$ cat src/rtl/toggle_monitor.sv
// Synchronises an asynchronous toggle signal, counts its edges and reports a threshold snapshot.
// Optional macro TOGGLE_MONITOR_GLITCH_FILTER_EN adds a 2-cycle stability filter before edge detect.
module toggle_monitor #(
  parameter int unsigned CNT_W       = 8,
  parameter int unsigned SYNC_STAGES = 2,
  parameter int unsigned THRESH      = 10
) (
  input  logic             clk,
  input  logic             rst_n,
  input  logic             q_in,
  input  logic             clr,
  output logic             rise_pulse,
  output logic             fall_pulse,
  output logic [CNT_W-1:0] cnt,
  output logic             thresh_hit,
  output logic             rpt_valid,
  input  logic             rpt_ready,
  output logic [CNT_W-1:0] rpt_count
);

  localparam logic [CNT_W-1:0] CntMax    = {CNT_W{1'b1}};
  localparam logic [CNT_W-1:0] ThreshVal = CNT_W'(THRESH);

  typedef enum logic [1:0] {StIdle, StReport, StDone} state_e;

  logic [SYNC_STAGES-1:0] sync_q;
  logic                   qs;
  logic                   rise, fall;
  logic                   rise_q, fall_q;
  logic [CNT_W-1:0]       cnt_q, cnt_d;
  logic                   thresh_q, thresh_d;
  logic                   hit;
  logic [CNT_W-1:0]       rpt_count_q;
  state_e                 state_q, state_d;

  always_ff @(posedge clk or negedge rst_n) begin
    if (!rst_n) sync_q <= '0;
    else        sync_q <= {sync_q[SYNC_STAGES-2:0], q_in};
  end

  assign qs = sync_q[SYNC_STAGES-1];

`ifdef TOGGLE_MONITOR_GLITCH_FILTER_EN
  logic qs_prev_q, filt_q, filt_d;

  // Accept a new level only once qs has held it for two consecutive cycles.
  assign filt_d = (qs == qs_prev_q) ? qs : filt_q;

  always_ff @(posedge clk or negedge rst_n) begin
    if (!rst_n) begin
      qs_prev_q <= 1'b0;
      filt_q    <= 1'b0;
    end else begin
      qs_prev_q <= qs;
      filt_q    <= filt_d;
    end
  end

  assign rise = filt_d & ~filt_q;
  assign fall = ~filt_d & filt_q;
`else
  logic q_d;

  always_ff @(posedge clk or negedge rst_n) begin
    if (!rst_n) q_d <= 1'b0;
    else        q_d <= qs;
  end

  assign rise = qs & ~q_d;
  assign fall = ~qs & q_d;
`endif

  always_comb begin
    cnt_d = cnt_q;
    if (clr) begin
      cnt_d = '0;
    end else if ((rise_q || fall_q) && (cnt_q != CntMax)) begin
      cnt_d = cnt_q + CNT_W'(1);
    end
  end

  // clr forces cnt_d to zero, so a hit can never coincide with a clear.
  assign hit      = (cnt_d == ThreshVal) && (cnt_q != ThreshVal);
  assign thresh_d = clr ? 1'b0 : (thresh_q | hit);

  always_ff @(posedge clk or negedge rst_n) begin
    if (!rst_n) begin
      rise_q      <= 1'b0;
      fall_q      <= 1'b0;
      cnt_q       <= '0;
      thresh_q    <= 1'b0;
      rpt_count_q <= '0;
    end else begin
      rise_q   <= rise;
      fall_q   <= fall;
      cnt_q    <= cnt_d;
      thresh_q <= thresh_d;
      if ((state_q == StIdle) && hit) rpt_count_q <= ThreshVal;
    end
  end

  always_ff @(posedge clk or negedge rst_n) begin
    if (!rst_n) state_q <= StIdle;
    else        state_q <= state_d;
  end

  always_comb begin
    state_d = state_q;
    unique case (state_q)
      StIdle:   if (hit) state_d = StReport;
      StReport: if (rpt_ready) state_d = StDone;
      StDone:   state_d = StDone;
      default:  state_d = StIdle;
    endcase
    if (clr) state_d = StIdle;
  end

  always_comb begin
    rpt_valid = (state_q == StReport);
  end

  assign rise_pulse = rise_q;
  assign fall_pulse = fall_q;
  assign cnt        = cnt_q;
  assign thresh_hit = thresh_q;
  assign rpt_count  = rpt_count_q;

endmodule
$ cat config.mk
export PLATFORM = sky130hd
export DESIGN_NAME = toggle_monitor
export DESIGN_NICKNAME = d
export VERILOG_FILES = /design/src/rtl/toggle_monitor.sv
export SDC_FILE = /design/constraint.sdc
export NUM_CORES = 1
export LEC_CHECK = 0
export ABC_AREA = 1
export BUFFER_PORTS_ARGS = -buffer_cell sky130_fd_sc_hd__buf_2
export CELL_PAD_IN_SITES_DETAIL_PLACEMENT = 1
export CELL_PAD_IN_SITES_GLOBAL_PLACEMENT = 2
export CORE_MARGIN = 10
export CORE_UTILIZATION = 32
export CTS_CLUSTER_DIAMETER = 100
export DETAILED_ROUTE_END_ITERATION = 16
export PLACE_DENSITY_LB_ADDON = 0.1
export SYNTH_ARGS = -nofsm -noshare
export SYNTH_HDL_FRONTEND = slang
export SYNTH_SLANG_ARGS = --single-unit
$ cat constraint.sdc
create_clock -name clk -period 3.6 [get_ports clk]
set_clock_uncertainty 0.15 [all_clocks]
set_input_delay 0.18 -clock clk [delete_from_list [all_inputs] [get_ports clk]]
set_output_delay 0.18 -clock clk [all_outputs]
set_load 0.03 [all_outputs]
==> results.json <==
{
  "cts_root_buffer": "clkbuf_4",
  "die_area_sq_mm": 0.00599,
  "finalSetupViolations": 0,
  "r2r_end": "state_q[1]$_DFFE_PN0P_",
  "rsz0062_at_grt": "false",
  "reg2reg_from": "cnt[1]$_DFF_PN0_",
  "period_share": 0.603,
  "r2r_slack_ns": 1.43,
  "cp-start-kind": "flip-flop",
  "min_path_type": "input pin to flip-flop",
  "clock_latency_ns": 0.27,
  "core_sq_mm": 0.00310,
  "leakage_nw": 0.642,
  "detail-route-antenna-nets": 0,
  "finalCoreUtilization": 0.394,
  "r2r.worst_path.cells": 12,
  "firstDrtPassIters": 4,
  "placed_area_sq_mm": 0.00116,
  "die_w_um": 77.4,
  "finalPower_mw": 0.426,
  "nFillCells": 409,
  "layout_min_cycle_time_ns": 2.17,
  "die_h_um": 77.4,
  "clock_sinks": 17,
  "clk_pin_slew_ns": 0.09,
  "fin_worst_hold_slack_ns": 0.160,
  "initial_core_util": 0.340,
  "post-place-ws_ns": 1.45,
  "dp_hpwl_um": 2160,
  "drc": 0,
  "fmax_mhz": 461,
  "postCtsSetupBuffers": 0,
  "drt_iter0_drc": 44,
  "antenna_cells": 0,
  "grtUsageTotal": 0.0892,
  "cp.arrival_ns": 2.20,
  "fin_nets": 165,
  "critical_path_class": "flip-flop to flip-flop",
  "rows": 20,
  "routabilityCongestion": 0.742,
  "netlist_area_sq_mm": 0.00105,
  "status": "finished, final reports clean",
  "drive_above_1_share": 0.297,
  "yosys_register_bits": 17,
  "cts_max_level": 1,
  "dp_cells": 192,
  "multi_input_area_sq_um": 515,
  "p_per_area_mw_per_mm2": 349,
  "antenna_found_initial": 0,
  "port-buffer-count": 18,
  "final_max_slew_viol_count": 0,
  "tritoncts": "yes",
  "grt_overflow_total": 0,
  "post-route-cell-area_sq_mm": 0.00122,
  "synth_seq_area_share": 0.404,
  "stdcell_count": 199,
  "routed_via_density": 4.47,
  "required_ns": 3.62,
  "ir_worst_vdd_v": 0.000241,
  "vias": 889,
  "pin_count": 25,
  "min_from": "rpt_ready",
  "holdPathStages": 5,
  "route.final.wire_length_um": 2590,
  "worstPathMaxFanout": 9,
  "clockBufferDepth": 2,
  "grt_max_degree": 18,
  "grt_pass1_wl_um": 4490,
  "min_to": "state_q[1]$_DFFE_PN0P_",
  "yosys_warnings": 0,
  "setup_ws_ns": 1.43,
  "wire_per_inst_um": 13.0,
  "hold_violations": 0,
  "cts_buffers": 3,
  "endpoint_kind": "flip-flop",
  "fin_setup_tns_ns": 0,
  "postSynthAreaPerCell_sq_um": 7.98,
  "syn_inst": 132,
  "grt_pass1_vias": 951,
  "maxCapViolCount": 0,
  "synth_cell_type_count": 23,
  "seqCellArea_sq_um": 425,
  "area_delta_synth_final_pct": 15.9
}
-- cells by family (layout without fill, tap and decap cells) --
kind of cell | after synthesis | after routing | share of synthesized area
fa+ha+maj | 4 | 4 | 0.0475
simple gates | 74 | 74 | 0.365
other cells | 1 | 6 | 0.00356
flops | 17 | 17 | 0.404
compound gates | 8 | 8 | 0.0558
buf+inv | 28 | 46 | 0.125
-- critical path, stage by stage, from the launching register on --
cell	delay [ns]
dfrtp_1	0.50
ha_1	0.26
nand2_2	0.08
nor2_4	0.15
nand2_4	0.12
nand3_1	0.10
nand3_1	0.12
nor2_2	0.14
nand3_2	0.11
nor2_4	0.13
nand2_2	0.08
nand3_1	0.08
nand2_1	0.06
-- sequential cells by signal, indices dropped and copies added, names as in the netlist --
signal and cells:
state_q 2, cnt 8, q_d 1, fall_pulse 1
thresh_hit 1, rpt_count 1, rise_pulse 1, sync_q 2
-- layer usage --
layer  wire length [um]  track usage  up-vias
met2               1240        0.147       17
met5                  0            0        -
met4                 20       0.0219        0
met1               1200        0.110      426
met3                138       0.0276        2
li1                   -            -      444
-- cell type report --
cell class / count / area share
inverter: 21 / 0.0645
tap: 44 / 0.0451
timing repair buffer: 21 / 0.0984
sequential: 17 / 0.348
multi-input combinational: 92 / 0.422
clock buffer: 4 / 0.0215
-- timing repair --
action / in CTS / in global routing
hold buffers: 3 / 0
hold endpoints to repair: 19 / 0
gates resized for setup: 0 / 0
-- worst max-delay path by stage --
stage,from,end,slack [ns]
after floorplan,cnt[0]$_DFF_PN0_,state_q[1]$_DFFE_PN0P_,1.51
after global placement,cnt[1]$_DFF_PN0_,state_q[1]$_DFFE_PN0P_,1.52
after detailed placement,cnt[1]$_DFF_PN0_,state_q[1]$_DFFE_PN0P_,1.45
after CTS,cnt[1]$_DFF_PN0_,state_q[1]$_DFFE_PN0P_,1.42
after global routing,cnt[0]$_DFF_PN0_,state_q[1]$_DFFE_PN0P_,1.23
final,cnt[1]$_DFF_PN0_,state_q[1]$_DFFE_PN0P_,1.43
-- Yosys cell counts --
master    count  share of area
nand3_1      16          0.076
a21oi_1       2         0.0095
inv_2         3          0.011
clkinv_1      1         0.0036
nor2_1       15          0.053
ha_1          4          0.048
nor2_4        4          0.043
inv_1        17          0.061
nand2_1      19          0.068
buf_4         7          0.050
a21oi_2       2          0.017
nand4_1       3          0.018
nand2_2       7          0.042
nor2_2        6          0.036
o21ai_0       1         0.0047
nand3_2       1         0.0095
o21bai_1      1         0.0071
a21o_1        1         0.0071
nor3_1        2         0.0095
dfrtp_1      17           0.40
nand2_4       1          0.011
conb_1        1         0.0036
a21boi_2      1          0.011
-- where the power goes --
| group | leakage (nW) | internal, mW | switching, mW |
|---|---|---|---|
| sequential | 0.222 | 0.203 | 0.0134 |
| combinational | 0.404 | 0.0321 | 0.0808 |
| clock | 0.0150 | 0.0429 | 0.0533 |
| total | 0.642 | 0.278 | 0.147 |
-- placed cells by master (no fill, tap or decap), types with 2 or more instances in the layout --
cell,count
nand2_1,19
conb_1,6
nor2_1,15
clkbuf_4,3
nand2_2,7
nand3_1,16
nor2_2,6
dlygate4sd3_1,3
ha_1,4
nor2_4,4
nor3_1,2
inv_1,17
a21oi_1,2
a21oi_2,2
dfrtp_1,17
inv_2,3
nand4_1,3
buf_2,18
Note: power is estimated with default switching activity, not from simulation.
